[src/rtl/proc_pkg.sv]
// ============================================================================
//  proc_pkg
//  Shared control-bit indices, register-zero index and datapath defaults.
//  Revision: 1.0
// ============================================================================
`default_nettype none

package proc_pkg;

  localparam int CTRL_REGWRITE = 1;
  localparam int CTRL_MEMTOREG = 0;

  localparam int DEF_DATA_W = 32;
  localparam int DEF_ADDR_W = 5;
  localparam int DEF_CNT_W  = 32;

  localparam logic [DEF_ADDR_W-1:0] REG_ZERO = 5'd0;

  // RegWrite bit of a MEM/WB control word
  function automatic logic ctrl_regwrite(input logic [1:0] ctrl);
    return ctrl[CTRL_REGWRITE];
  endfunction

  // MemtoReg bit of a MEM/WB control word
  function automatic logic ctrl_memtoreg(input logic [1:0] ctrl);
    return ctrl[CTRL_MEMTOREG];
  endfunction

endpackage

`default_nettype wire

[src/rtl/wb_mux.sv]
// ============================================================================
//  wb_mux
//  Writeback select: load data when MemtoReg is set, otherwise ALU result.
//  Revision: 1.0
// ============================================================================
`default_nettype none

module wb_mux #(
  parameter int DATA_W = 32
) (
  input  logic              mem_to_reg,
  input  logic [DATA_W-1:0] mem_data,
  input  logic [DATA_W-1:0] alu_result,
  output logic [DATA_W-1:0] value
);

  assign value = mem_to_reg ? mem_data : alu_result;

endmodule

`default_nettype wire

[src/rtl/wb_regfile.sv]
// ============================================================================
//  wb_regfile
//  Writeback stage, 2**ADDR_W-entry register file with two read ports and a
//  retired-write counter. Define REGFILE_BYPASS_EN for same-cycle write-through.
//  Revision: 1.0
// ============================================================================
`default_nettype none

module wb_regfile
  import proc_pkg::*;
#(
  parameter int DATA_W = DEF_DATA_W,
  parameter int ADDR_W = DEF_ADDR_W,
  parameter int CNT_W  = DEF_CNT_W
) (
  input  logic              clk,
  input  logic              reset,
  input  logic [1:0]        wb_control,
  input  logic [DATA_W-1:0] wb_data,
  input  logic [DATA_W-1:0] wb_alu,
  input  logic [ADDR_W-1:0] wb_regdst,
  input  logic [ADDR_W-1:0] rs_addr,
  input  logic [ADDR_W-1:0] rt_addr,
  output logic [DATA_W-1:0] rs_data,
  output logic [DATA_W-1:0] rt_data,
  output logic [DATA_W-1:0] wb_value,
  output logic [CNT_W-1:0]  wr_count
);

  localparam int NUM_REGS = 2**ADDR_W;

  logic [DATA_W-1:0] regs [0:NUM_REGS-1];
  logic              we;

  wb_mux #(
    .DATA_W (DATA_W)
  ) u_wb_mux (
    .mem_to_reg (ctrl_memtoreg(wb_control)),
    .mem_data   (wb_data),
    .alu_result (wb_alu),
    .value      (wb_value)
  );

  // Register zero is excluded here, so it keeps its reset value forever
  assign we = ctrl_regwrite(wb_control) && (wb_regdst != ADDR_W'(REG_ZERO));

  always_ff @(posedge clk or negedge reset) begin
    if (!reset) begin
      for (int i = 0; i < NUM_REGS; i++) begin
        regs[i] <= '0;
      end
    end else if (we) begin
      regs[wb_regdst] <= wb_value;
    end
  end

  always_ff @(posedge clk or negedge reset) begin
    if (!reset) begin
      wr_count <= '0;
    end else if (we) begin
      wr_count <= wr_count + CNT_W'(1);
    end
  end

`ifdef REGFILE_BYPASS_EN
  // Write-through: ID sees the value being committed this cycle
  assign rs_data = (we && (rs_addr == wb_regdst)) ? wb_value : regs[rs_addr];
  assign rt_data = (we && (rt_addr == wb_regdst)) ? wb_value : regs[rt_addr];
`else
  assign rs_data = regs[rs_addr];
  assign rt_data = regs[rt_addr];
`endif

endmodule

`default_nettype wire
[config.mk]
export PLATFORM = sky130hd
export DESIGN_NAME = wb_regfile
export DESIGN_NICKNAME = d
export VERILOG_FILES = /design/src/rtl/proc_pkg.sv /design/src/rtl/wb_mux.sv /design/src/rtl/wb_regfile.sv
export SDC_FILE = /design/constraint.sdc
export NUM_CORES = 2
export LEC_CHECK = 0
export BUFFER_PORTS_ARGS = -buffer_cell sky130_fd_sc_hd__buf_2
export CAP_MARGIN = 20
export CORE_MARGIN = 3
export CORE_UTILIZATION = 57
export CTS_BUF_LIST = sky130_fd_sc_hd__clkbuf_4 sky130_fd_sc_hd__clkbuf_8 sky130_fd_sc_hd__clkbuf_16
export DETAILED_ROUTE_END_ITERATION = 8
export GPL_ROUTABILITY_DRIVEN = 0
export HOLD_SLACK_MARGIN = 0.1
export PLACE_DENSITY = 0.77
export REMOVE_ABC_BUFFERS = 1
export SLEW_MARGIN = 40
export SYNTH_ARGS = -nofsm -noshare
export SYNTH_HDL_FRONTEND = slang
export SYNTH_SLANG_ARGS = --single-unit
[constraint.sdc]
create_clock -name clk -period 1.85 [get_ports clk]
set_clock_uncertainty 0.05 [all_clocks]
set_input_delay 0.2775 -clock clk [delete_from_list [all_inputs] [get_ports clk]]
set_output_delay 0.2775 -clock clk [all_outputs]
set_load 0.02 [all_outputs]
[Yosys cells after proc, flatten, opt, wreduce, memory -nomap -nowiden]
Index checks and enable logic that the tools add are counted.
Cells by class
  add/sub/neg operators: 1
  bitwise logic cells: 3
  order comparisons: 4
  multiplexer cells: 10
  reduce and logical (&&, ||, !) cells: 3
Operators by type and width (count)
  bitwise mux 1024 bit: 1
  binary-select mux 32 bit (select 5 bit): 2
  two-way mux 32 bit: 6
  demux 32 bit (select 5 bit): 1
  adder 32 x 1 -> 32 bit, second input constant: 1
  greater-or-equal comparator 6 bit, second input constant: 3
  NOT 5 -> 6 bit: 3
  < comparator 6 x 1 -> 1 bit, second input constant: 1
  nonzero test 5 bit: 1
  logical AND 1 bit: 2
Storage, ports and cells
  output and inout port bits: 128
  input port bits: 83
  register bits after elaboration: 1056

[Logic depth before layout (Yosys ltp)]
  depth in word-level cells: 6
  mapped depth: 8
  depth with buffers taken out: 5

[Hierarchy]
Synthesis repeated with hierarchy kept, for this count alone.
Unflattened totals
  cells, all modules: 4760
  area, all modules: 57387.5 um^2
By module, submodules not included
  wb_regfile: cells each 4724, times used 1, area each 56843.3 um^2
  wb_mux: cells each 36, times used 1, area each 544.3 um^2

[Worst setup path before layout]
OpenSTA, ideal clock, no wires.
  path type: input-to-output
  start point: input rs_addr[1]
  end point: output rs_data[25]
  data required time: 1.522 ns
  stages: 8
  arrival: 1.676 ns
  setup slack: -0.154 ns
  buffers on the path: 4
  path through: buf_2 > buf_2 > buf_2 > buf_4 > mux2i_1 > a22oi_1 > a31oi_1 > nand3_1
On the way
  longest elaborated chain between the ends: 4
Ends and longest elaborated chain
  start, declared: line wb_regfile.sv:22  | input logic [ADDR_W-1:0] rs_addr,
  NOT 5 -> 6 bit (implied by the code): line wb_regfile.sv:70  | assign rs_data = regs[rs_addr];
  binary-select mux 32 bit (select 5 bit): line wb_regfile.sv:70
  two-way mux 32 bit (implied by the code) (2 in a row): line wb_regfile.sv:70
  end, declared: line wb_regfile.sv:24  | output logic [DATA_W-1:0] rs_data,
Every way passes these cells. The select of a mux whose other input is x is not followed.

[Final worst setup path]
  start point: register regs[805] in the netlist's numbering
  end point: output rs_data[5]
On the way
  longest elaborated chain between the ends: 3
Ends and longest elaborated chain
  start, declared: line wb_regfile.sv:32  | logic [DATA_W-1:0] regs [0:NUM_REGS-1];
  start signal, assigned by index: line wb_regfile.sv:53  | regs[wb_regdst] <= wb_value;
  binary-select mux 32 bit (select 5 bit): line wb_regfile.sv:70
  two-way mux 32 bit (implied by the code) (2 in a row): line wb_regfile.sv:70
Every way passes these cells. The select of a mux whose other input is x is not followed.

==> metrics.cfg <==
[run_status]
outcome = finished, violations left
violations = negative setup slack

[power]
switchingPower_mw = 22.9
pwr-share-comb = 0.230
power_density_nw_per_um2 = 1060
cellLeakagePower_nw = 32.3
clkPwrFrac = 0.324
seqPwrFrac = 0.446
swShare = 0.317
ir_drop_uv = 765
intPower_mw = 49.3

[timing]
setup_slack_ns = -0.680
min_period_over_period = 1.37
timing.final.crit_period_ns = 2.53
maxSlewViolCount = 0
hold_viol_final = 0
setup_violations = 64
relSlewSlack = 0.547
worst_slew_pin_slew_ns = 0.677
rsz0062_at_grt = true
whs_ns = 0.0219
fmax_ghz = 0.395

[yosys]
synthArstFlopShare = 1.00
ys_seq_area_frac = 0.476
avgSynthCellArea_sq_um = 9.41
synth_top_family_by_area = multiplexers
synth_ff_type = dfrtp_1
netlist_area_sq_um = 55500
ys_seq_elements = 1056
synthMuxAreaShare = 0.191
synth_xor_area_frac = 0.00503
synthesis.instances = 5895
synth_compound_area_frac = 0.162
yosys_warnings = 0
ys_types = 48
synth_simple_gate_area_frac = 0.117
synth_edf_count = 0
synth_fa_ha_area_frac = 0.000226

[worst_setup_path]
worstPathCellList = mux2i_1 > a22o_1 > nor3_2 > a31oi_1 > nand3_2 > buf_6
worstSetupPathType = reg2out
arrival_ns = 2.20
rrSetupSlack_ns = 0.07
crit_path_max_fanout = 3
critPathMaxStageDelay_ns = 0.42
end_kind = primary output
crit_slowest_cell = dfrtp_1
critPathRequiredTime_ns = 1.52
crit_path_start_kind = flop

[die]
fp.coreArea_sq_um = 95700
rows = 113
die_h_microns = 318
io_pins = 211
die_x_microns = 318
initial_core_util = 0.579
fp.dieArea_sq_um = 101000

[cells_and_area]
area_growth_pct = 22.6
nNetsFinal = 6319
final_cell_mix = dfrtp_1, mux2i_1, a21oi_1
drive_above_1_share = 0.184
fin_util = 0.710
final_cells = 7594
design_area_sq_um = 68000
layout_commonest_cell = dfrtp_1

[detailed_routing]
first_pass_iters = 6
drt_drc_violations_left = 0
vias = 49398
first_iter_violations = 5941
routed_wl_mm = 186
wl_per_cell_microns = 24.5
routed_via_density = 6.50
ant_nets = 0

[cts]
cts_buffers = 111
htree_levels = 3
clk_pin_slew_ns = 0.06
cts.sinks = 1056
clk_latency_ns = 0.70
cts_root_buf = clkbuf_16
clk_path_buf_depth = 3
cts_tree = built

[global_route]
antenna_found_initial = 8
grt_pass1_vias = 49328
track_usage = 0.356
grt_overflow = 0
grt_pass1_wl_mm = 284
grt_max_degree = 92

[job]
cap_violations = 0

[hold_path]
hp-class = in2reg

[placement]
place_area_sq_um = 62200
portBuffers = 210
dp.cells = 7300
dp_hpwl_mm = 116

## critical path, delay by kind of cell (launching register included)
family / cells / cell delay [ns]
mux: 1 / 0.17
simple gates: 2 / 0.28
flops: 1 / 0.42
compound gates: 2 / 0.42
buf+inv: 1 / 0.20
## what timing repair did
action | CTS | global route
pin swaps | 94 | 105
endpoints found under the hold margin | 1736 | 15
setup buffers | 20 | 15
gates cloned | 0 | 1
endpoints found under the setup margin | 64 | 90
gates resized for setup | 174 | 77
hold buffers | 63 | 2
## synthesized netlist by cell type (5+ instances only)
library cell	instances	share of area
nand4_1	10	0.0011
a21oi_1	695	0.063
mux2i_1	1056	0.19
o21ai_0	478	0.043
buf_2	203	0.018
and3_1	6	0.00068
nand3_1	201	0.018
buf_1	19	0.0013
clkbuf_1	340	0.023
xnor2_1	21	0.0033
a22o_1	128	0.020
and2_1	5	0.00056
xor2_1	9	0.0014
nor3_1	65	0.0059
a21oi_2	8	0.0013
buf_6	11	0.0022
inv_1	33	0.0022
nor2b_1	5	0.00056
nor2_2	8	0.00090
dfrtp_1	1056	0.48
buf_4	8	0.0011
nor2_1	524	0.035
nand2_1	705	0.048
a31oi_1	65	0.0073
a22oi_1	192	0.026
## final timing paths
kind                                          from                        to  depth (start not counted)
min reg2reg                 regs[1012]$_DFFE_PN0P_    regs[1012]$_DFFE_PN0P_                          0
min in group asynchronous                    reset     regs[227]$_DFFE_PN0P_                          3
max                          regs[805]$_DFFE_PN0P_                rs_data[5]                          6
max in group asynchronous                    reset     regs[389]$_DFFE_PN0P_                          3
max reg2reg                wr_count[8]$_DFFE_PN0P_  wr_count[23]$_DFFE_PN0P_                          5
min                                    wb_data[14]     regs[910]$_DFFE_PN0P_                          4
## routing by layer
| metal | GRT usage | wire length (microns) | up-vias |
|---|---|---|---|
| met5 | 0 | 41 | - |
| met4 | 0.173 | 9820 | 6 |
| met3 | 0.0832 | 21700 | 734 |
| met2 | 0.553 | 83300 | 3147 |
| met1 | 0.473 | 71400 | 24094 |
| li1 | - | - | 21417 |
## sequential cells by signal (all words and copies together), names as in the netlist
signal / cells
regs: 1024
wr_count: 32
## kinds of logic after synthesis
family	Yosys count
buffers and inverters	614
xor gates and xnor gates	31
adders and majority gates	1
and+or+nand+nor	1564
DFF	1056
AOI/OAI and AO/OA	1572
muxes	1057
## area by class of cell
cell class                 instances  area, sq um
antenna                            4         10.0
clock buffer                     160         3330
clock inverter                    43          514
fill                            6570        27700
inverter                          33          124
multi-input combinational       4225        27500
sequential                      1056        26400
tap                             1265         1580
timing repair buffer             808         8550
## power groups by stage
stage	sequential [mW]	combinational (mW)	clock [mW]
after detailed placement	32.2	15.2	0
final	32.2	16.6	23.4
after global routing	32.7	18.2	24.5
after global placement	31.9	14.5	0
after CTS	31.9	16.1	23.5
after floorplan	31.2	9.75	0
## stage by stage
step	setup WS (ns)	TNS, ns	total power [mW]
floorplan	-3.83	-398.45	41.0
global placement	-0.477	-22.50	46.4
detailed placement	-0.487	-23.81	47.5
CTS	-0.586	-33.25	71.5
global route	-0.666	-36.44	75.3
finish	-0.680	-32.93	72.1
No activity file was read; power rests on OpenSTA's default activity.
